`src/rtl/mem_ctrl_pkg.sv`:
```
// mem_ctrl_pkg: shared types and helpers for the byte-serial memory controller.
package mem_ctrl_pkg;
  typedef enum logic [1:0] {ST_IDLE, ST_READ, ST_WRITE, ST_DONE} state_e;
  typedef enum logic {OWN_IF, OWN_MEM} owner_e;
  localparam logic [1:0] LEN_BYTE = 2'b00;
  localparam logic [1:0] LEN_HALF = 2'b01;
  function automatic logic [2:0] len_bytes(input logic [1:0] len);
    return len == LEN_BYTE ? 3'd1 : len == LEN_HALF ? 3'd2 : 3'd4;
  endfunction
endpackage

```
`src/rtl/mem_ctrl.sv`:
```
// mem_ctrl: arbitrates IF and MEM requests onto a byte-wide RAM bus, one byte per cycle.
module mem_ctrl
  import mem_ctrl_pkg::*;
#(
  parameter int ADDR_WIDTH = 32,
  parameter bit FAIR_ARB   = 1'b0
) (
  input  logic                  clk,
  input  logic                  rst,
  input  logic                  if_req_i,
  input  logic [ADDR_WIDTH-1:0] if_addr_i,
  output logic [31:0]           if_data_o,
  output logic                  if_done_o,
  input  logic                  mem_req_i,
  input  logic                  mem_we_i,
  input  logic [1:0]            mem_len_i,
  input  logic [ADDR_WIDTH-1:0] mem_addr_i,
  input  logic [31:0]           mem_wdata_i,
  output logic [31:0]           mem_rdata_o,
  output logic                  mem_done_o,
  output logic [ADDR_WIDTH-1:0] ram_addr_o,
  output logic [7:0]            ram_dout_o,
  output logic                  ram_wr_o,
  input  logic [7:0]            ram_din_i
);
  state_e                state_q, state_d;
  owner_e                owner_q, owner_d, last_q, last_d;
  logic [2:0]            cnt_q, cnt_d, len_q, len_d;
  logic [ADDR_WIDTH-1:0] base_q, base_d;
  logic [31:0]           wbuf_q, wbuf_d, rbuf_q, rbuf_d;
  logic                  pick_mem;
  logic [1:0]            rd_idx;
  always_comb begin
    pick_mem    = mem_req_i && (!if_req_i || !FAIR_ARB || last_q == OWN_IF);
    rd_idx      = cnt_q[1:0] - 2'd1;
    state_d     = state_q;
    owner_d     = owner_q;
    last_d      = last_q;
    cnt_d       = cnt_q;
    len_d       = len_q;
    base_d      = base_q;
    wbuf_d      = wbuf_q;
    rbuf_d      = rbuf_q;
    if_data_o   = '0;
    if_done_o   = 1'b0;
    mem_rdata_o = '0;
    mem_done_o  = 1'b0;
    ram_addr_o  = '0;
    ram_dout_o  = '0;
    ram_wr_o    = 1'b0;
    case (state_q)
      ST_IDLE: if (if_req_i || mem_req_i) begin
        owner_d = pick_mem ? OWN_MEM : OWN_IF;
        base_d  = pick_mem ? mem_addr_i : if_addr_i;
        len_d   = pick_mem ? len_bytes(mem_len_i) : 3'd4;
        wbuf_d  = mem_wdata_i;
        rbuf_d  = '0;
        cnt_d   = '0;
        state_d = (pick_mem && mem_we_i) ? ST_WRITE : ST_READ;
      end
      ST_READ: begin
        // ram_din_i lags the address by one cycle, so cnt=k captures byte k-1
        if (cnt_q < len_q) ram_addr_o = base_q + ADDR_WIDTH'(cnt_q);
        if (cnt_q != 3'd0) rbuf_d[{rd_idx, 3'b000} +: 8] = ram_din_i;
        cnt_d   = cnt_q == len_q ? cnt_q : cnt_q + 3'd1;
        state_d = cnt_q == len_q ? ST_DONE : ST_READ;
      end
      ST_WRITE: begin
        ram_wr_o   = 1'b1;
        ram_addr_o = base_q + ADDR_WIDTH'(cnt_q);
        ram_dout_o = wbuf_q[{cnt_q[1:0], 3'b000} +: 8];
        cnt_d      = cnt_q + 3'd1;
        state_d    = cnt_q == len_q - 3'd1 ? ST_DONE : ST_WRITE;
      end
      ST_DONE: begin
        if_done_o   = owner_q == OWN_IF;
        if_data_o   = owner_q == OWN_IF ? rbuf_q : '0;
        mem_done_o  = owner_q == OWN_MEM;
        mem_rdata_o = owner_q == OWN_MEM ? rbuf_q : '0;
        last_d      = owner_q;
        state_d     = ST_IDLE;
      end
      default: state_d = ST_IDLE;
    endcase
  end
  always_ff @(posedge clk) begin
    if (rst) begin
      state_q <= ST_IDLE;
      owner_q <= OWN_IF;
      last_q  <= OWN_IF;
      cnt_q   <= '0;
      len_q   <= '0;
      base_q  <= '0;
      wbuf_q  <= '0;
      rbuf_q  <= '0;
    end else begin
      state_q <= state_d;
      owner_q <= owner_d;
      last_q  <= last_d;
      cnt_q   <= cnt_d;
      len_q   <= len_d;
      base_q  <= base_d;
      wbuf_q  <= wbuf_d;
      rbuf_q  <= rbuf_d;
    end
  end
endmodule

```
`config.mk`:
```
export PLATFORM = sky130hd
export DESIGN_NAME = mem_ctrl
export DESIGN_NICKNAME = d
export VERILOG_FILES = /design/src/rtl/mem_ctrl_pkg.sv /design/src/rtl/mem_ctrl.sv
export SDC_FILE = /design/constraint.sdc
export NUM_CORES = 1
export LEC_CHECK = 0
export BUFFER_PORTS_ARGS = -buffer_cell sky130_fd_sc_hd__buf_2
export CAP_MARGIN = 40
export CORE_MARGIN = 1.5
export CORE_UTILIZATION = 35
export CTS_BUF_LIST = sky130_fd_sc_hd__clkbuf_16
export DETAILED_ROUTE_END_ITERATION = 6
export PLACE_DENSITY = 0.57
export SYNTH_ARGS = -nofsm -noshare
export SYNTH_HDL_FRONTEND = slang
export SYNTH_SLANG_ARGS = --single-unit
```
`constraint.sdc`:
```
create_clock -name clk -period 4.95 [get_ports clk]
set_clock_uncertainty 0.2 [all_clocks]
set_input_delay 0.99 -clock clk [delete_from_list [all_inputs] [get_ports clk]]
set_output_delay 0.99 -clock clk [all_outputs]
set_load 0.02 [all_outputs]
```
==> flow_summary.toml, run 1 <==
[clock_tree]
cts.sinks = 105
cts_buffers = 9
hold_buffers = 0
ctsResizeCount = 0
cts_tree = "yes"
path_clk_slew_ns = 0.07
clockBufferDepth = 2
ctsRootBufferMaster = "clkbuf_16"
htreeDepth = 3
clkLatencyLatePin_ns = 0.35
post_cts_buffers = 0

[worst_setup_path]
cp_max_fo = 15
crit_chain = "ha_1 -> a21oi_1 -> a211o_1 -> or4_1 -> a21oi_1 -> buf_2"
path_class = "register to output port"
worstSetupEndpoint = "ram_addr_o[31]"
cp.arrival_ns = 2.84
r2r-end = "rbuf_q[4]"
crit_path_end_kind = "output port"
r2r-start = "cnt_q[0]"
critPathRequiredTime_ns = 3.76
startpoint = "cnt_q[2]"
reg2reg_slack_ns = 2.11
cp_slowest_cell = "or4_1"
cp_common_cell = "a21oi_1"
worst_path_largest_cell_delay_ns = 0.52
rr_worst_depth = 7
cp-start-kind = "register"

[global_route]
antenna_found_initial = 0
overflow = 0
grt_max_degree = 74
track_usage = 0.186
grt_pass1_vias = 5053
grt_first_pass_wirelength_um = 26800

[detailed_routing]
highest_layer = "met4"
wl_met3_um = 955
drtAntennaViolNets = 0
first_pass_iters = 4
drt_iter0_drc = 251
wl_met2_um = 7950
vias_per_cell = 5.12
wl_per_cell_um = 15.4
vias = 5857
m1WireLength_um = 8440
finalWirelength_um = 17600
drcViolationCount = 0

[yosys]
synth-async-reset-ratio = 0
yosys.area.top_type = "dfxtp_1"
syn-num-nets = 861
syn_avg_cell_area_um2 = 8.36
syn-cell-area_mm2 = 0.00613
synth.area.top_cells = "dfxtp_1 34%, mux2i_1 7.0%, nand2_1 4.9%"
synth-edff-count = 0
yosysWarningCount = 0
synth_top_area_share = 0.343
ys.flop_type = "dfxtp_1"
synth_seq_cells = 105
synth_cells = 733
ys_seq_area_frac = 0.343
ys_types = 58

[timing]
rsz0062_at_grt = "false"
setup-tns-final_ns = 0
max_freq_ghz = 0.248
tightestPinTransition_ns = 0.803
hold_ws_ns = 0.254
setup_slack_ns = 0.923
finalHoldViolCount = 0
slew_headroom = 0.465
min_period_over_period = 0.814
min_period_ns = 4.03
setup_viol = 0
report.final.slew_viol_count = 0

[die]
die_height_um = 135
initial_core_util = 0.357
dieArea_mm2 = 0.0183
ios = 218
die_w_um = 135
fp-row-count = 48
coreArea_mm2 = 0.0172

[final_layout]
insertedDiodeCount = 0
syn_to_final_growth_pct = 26.3
nNetsFinal = 1042
drive_gt1_frac = 0.284

[placement]
dpl.hpwl_um = 12900
place_congestion = 0.833
place_ws_ns = 1.35
io_buffer_count = 217

[power]
vdd_drop_max_mv = 0.208
comb_power_share = 0.294
pwr-share-clk = 0.310
p_int_w = 0.00176
leakagePower_nw = 3.56
power.switching_w = 0.000900
seqPwrFrac = 0.396
power_w = 0.00266
p_per_area_mw_per_mm2 = 343
swShare = 0.339

[run_status]
status = "complete, no violations"

[worst_hold_path]
hold_class = "register to register"

[job]
maxCapViolCount = 0
==> synthesized netlist by cell type, types with 9 or more instances <==
cell and count:
and3_1 36, a21oi_1 56, or4_1 16, and2_1 45, clkbuf_1 37, nand2_1 80, a22oi_1 9, ha_1 16
buf_2 10, dfxtp_1 105, nor2_1 72, o31ai_1 14, mux2i_1 43, a211oi_1 35, inv_1 13, nor2b_1 27
==> area by class of cell <==
cell class | count | area, um2
fillers | 1762 | 9430
inverters | 13 | 48.8
well taps | 225 | 282
flip-flops and latches | 105 | 2100
clock inverters | 7 | 118
repair buffers | 228 | 1230
multi-input cells | 557 | 3740
clock buffers | 9 | 225
==> power groups by stage <==
stage	logic, W	clock network (W)	registers [W]
3_5_place_dp	0.000785	0	0.00107
6_report	0.000781	0.000824	0.00105
2_1_floorplan	0.000567	0	0.00104
3_3_place_gp	0.000749	0	0.00108
5_1_grt	0.000865	0.000877	0.00107
4_1_cts	0.000787	0.000843	0.00105
==> per-layer routing <==
layer,GRT usage,vias up
li1,-,2996
met1,0.257,2695
met2,0.289,153
met3,0.0441,13
met4,0.0526,0
met5,0,-
==> state kept, by name (all words and copies together) (netlist names) <==
register and cells:
base_q 32, cnt_q 3, len_q 3, owner_q 1, rbuf_q 32, state_q 2
wbuf_q 32
==> per-stage QoR <==
step,std cells,area [um2],util
3_3_place_gp,1124,7310,0.426
5_1_grt,1144,7740,0.451
6_report,1144,7740,0.451
4_1_cts,1144,7740,0.451
2_1_floorplan,733,6130,-
3_5_place_dp,1128,7400,0.431
==> cell families after synthesis <==
group,synth area share
buffers and inverters,0.0488
adder cells (fa/ha/maj),0.0359
AND/OR/NAND/NOR,0.281
multiplexers,0.0996
XOR/XNOR,0.0157
flip-flops,0.343
AO/OA/AOI/OAI,0.176
==> layout by cell type, fill, tap and decap left out, drive strengths merged, types with 8 or more instances in the layout <==
cell type,n
nor2b,27
nand3,8
and2,45
a211oi,35
o31ai,14
o21ai,9
or4,16
inv,15
clkbuf,9
a22oi,9
nand4,8
and3,36
nand2,80
dfxtp,105
ha,16
mux2i,43
a32oi,8
a21oi,56
buf,228
mux4,8
a22o,8
nor2,72
==> worst min path at each step <==
stage               cells past startpoint  slack (ns)       start          to
detailed placement                      2        0.25  wbuf_q[16]  wbuf_q[16]
global route                            2        0.27   wbuf_q[9]   wbuf_q[9]
global placement                        2        0.24  wbuf_q[20]  wbuf_q[20]
CTS                                     2        0.26  wbuf_q[16]  wbuf_q[16]
finish                                  2        0.25  wbuf_q[11]  wbuf_q[11]
floorplan                               2        0.23  wbuf_q[16]  wbuf_q[16]
==> critical path: cells and delay by family, from the launching register on <==
kind	cells	cell delay [ns]
compound gates	3	0.89
fa+ha+maj	1	0.42
buf+inv	1	0.20
flops	1	0.45
simple gates	1	0.52
Note: power is estimated with default switching activity, not from simulation.
==> run 2: changes to the inputs <==
PLACE_DENSITY = 0.59   (was 0.57)
clock period = 3.6 ns   (was 4.95 ns; I/O delays follow)
==> run 2 against run 1 <==
Count of clock-buffer cells in the layout stayed put. Global-route usage shrank 0.073 points. Sequential cell count unchanged. First-iteration DRC count increased by 19%. Final cell count rose by 0.52%. Critical path depth stayed put. Final area shrank 0.18%. Combinational power increased by 36%. Sequential power increased by 38%. Worst hold slack worse by 0.0029 ns. Total power increased by 32%. Register-to-register slack got worse by 1.3 ns. Critical path type unchanged. Largest power group unchanged.
==> flow_summary.toml, run 2 (synthesis results as in run 1) <==
[detailed_routing]
first_pass_iters = 5
drcViolationCount = 0
finalWirelength_um = 17500
drt_iter0_drc = 299
drtAntennaViolNets = 0
wl_per_cell_um = 15.2
vias_per_cell = 5.16
vias = 5933

[timing]
tightestPinTransition_ns = 0.828
slew_headroom = 0.447
setup_viol = 0
max_freq_ghz = 0.287
finalHoldViolCount = 0
min_period_ns = 3.48
setup-tns-final_ns = 0
min_period_over_period = 0.966
report.final.slew_viol_count = 0

[clock_tree]
clkLatencyLatePin_ns = 0.35
ctsRootBufferMaster = "clkbuf_16"
cts_buffers = 9
cts_tree = "yes"
path_clk_slew_ns = 0.07
cts.sinks = 105
htreeDepth = 3
clockBufferDepth = 2

[worst_setup_path]
worst_path_largest_cell_delay_ns = 0.48
cp_slowest_cell = "or4_1"
crit_path_end_kind = "output port"
cp.arrival_ns = 2.56
reg2reg_slack_ns = 0.78
critPathTopFamily = "simple AND/OR/NAND/NOR gates"
crit_chain = "ha_1 -> nand3_2 -> a211o_4 -> or4_1 -> a21oi_1 -> buf_2"
cp-start-kind = "register"
r2r-start = "cnt_q[0]"
r2r-end = "rbuf_q[5]"
cp_max_fo = 15
critPathRequiredTime_ns = 2.68
path_buf_inv = 1
rr_worst_depth = 7
path_class = "register to output port"

[die]
dieArea_mm2 = 0.0183
fp-row-count = 48
die_w_um = 135
coreArea_mm2 = 0.0172
die_height_um = 135
ios = 218
initial_core_util = 0.357

[placement]
dpl.hpwl_um = 12700
io_buffer_count = 217
place_congestion = 0.810
dp.cells = 1133

[global_route]
grt_first_pass_wirelength_um = 26800
grt_pass1_vias = 5088
grt_max_degree = 63
track_usage = 0.185
antenna_found_initial = 1
overflow = 0

[final_layout]
drive_gt1_frac = 0.295
syn_to_final_growth_pct = 26.1
fin_cells = 1150
nNetsFinal = 1048
final_common_cell = "buf_2"
layout_common_cells = "214 x buf_2, 105 x dfxtp_1, 80 x nand2_1"
insertedDiodeCount = 0
reg_top3 = "base_q (32), rbuf_q (32), wbuf_q (32)"

[run_status]
status = "complete, no violations"

[power]
p_per_area_mw_per_mm2 = 452
leakagePower_nw = 3.56
vdd_drop_max_mv = 0.300

[worst_hold_path]
hold_depth = 2
hold_class = "register to register"
holdPathEnd = "wbuf_q[18]"
hold_start = "wbuf_q[18]"

[job]
maxCapViolCount = 0
-- run 2: what timing repair did --
item	in CTS	in global routing
pin swaps	0	1
setup endpoints to repair	3	12
buffers inserted	0	1
hold buffers	0	0
gates resized for setup	2	9
-- run 2: worst max path at each step --
stage	startpoint	end	slack [ns]	cells past startpoint
final	cnt_q[2]	ram_addr_o[21]	0.12	6
after global routing	cnt_q[0]	ram_addr_o[20]	-0.0005	9
after CTS	cnt_q[2]	ram_addr_o[21]	0.04	6
after detailed placement	cnt_q[0]	ram_addr_o[18]	0.33	8
after global placement	cnt_q[0]	ram_addr_o[18]	0.35	8
after floorplan	cnt_q[1]	ram_addr_o[24]	0.05	8
-- run 2: metrics by stage --
step	util	hold slack [ns]	power [W]	area, um2	setup slack (ns)
2_1_floorplan	-	0.233	0.00221	6130	0.0547
3_3_place_gp	0.430	0.239	0.00252	7380	0.348
3_5_place_dp	0.430	0.244	0.00253	7380	0.332
4_1_cts	0.447	0.253	0.00353	7680	0.0391
5_1_grt	0.450	0.271	0.00373	7730	-0.000515
6_report	0.450	0.251	0.00350	7730	0.121
-- run 2: layer usage --
metal / share of wire / global-route usage / vias up
met4: 0.0052 / 0.0358 / 2
met2: 0.45 / 0.284 / 154
met3: 0.052 / 0.0441 / 8
met1: 0.49 / 0.265 / 2759
li1: - / - / 3010
met5: 0.00069 / 0 / -
-- run 2: power breakdown --
group	leakage, nW	internal (W)	switching [W]
Clock	0.150	0.000541	0.000453
Sequential	0.861	0.00131	0.000140
Combinational	2.55	0.000414	0.000641
Total	3.56	0.00226	0.00123
-- run 2: layout make-up --
| type | instances | area [um2] |
|---|---|---|
| Clock inverter | 7 | 71.3 |
| Multi-Input combinational cell | 557 | 3780 |
| Inverter | 13 | 48.8 |
| Sequential cell | 105 | 2100 |
| Tap cell | 225 | 282 |
| Clock buffer | 9 | 225 |
| Timing Repair Buffer | 234 | 1220 |
| Fill cell | 1775 | 9450 |
-- run 2: worst reg2reg max path, cell delays in order, from the launching register on --
cell	delay (ns)
dfxtp_1	0.34
buf_4	0.28
inv_1	0.21
ha_1	0.24
and3b_1	0.26
and4bb_1	0.52
nor4b_4	0.50
a22o_1	0.23
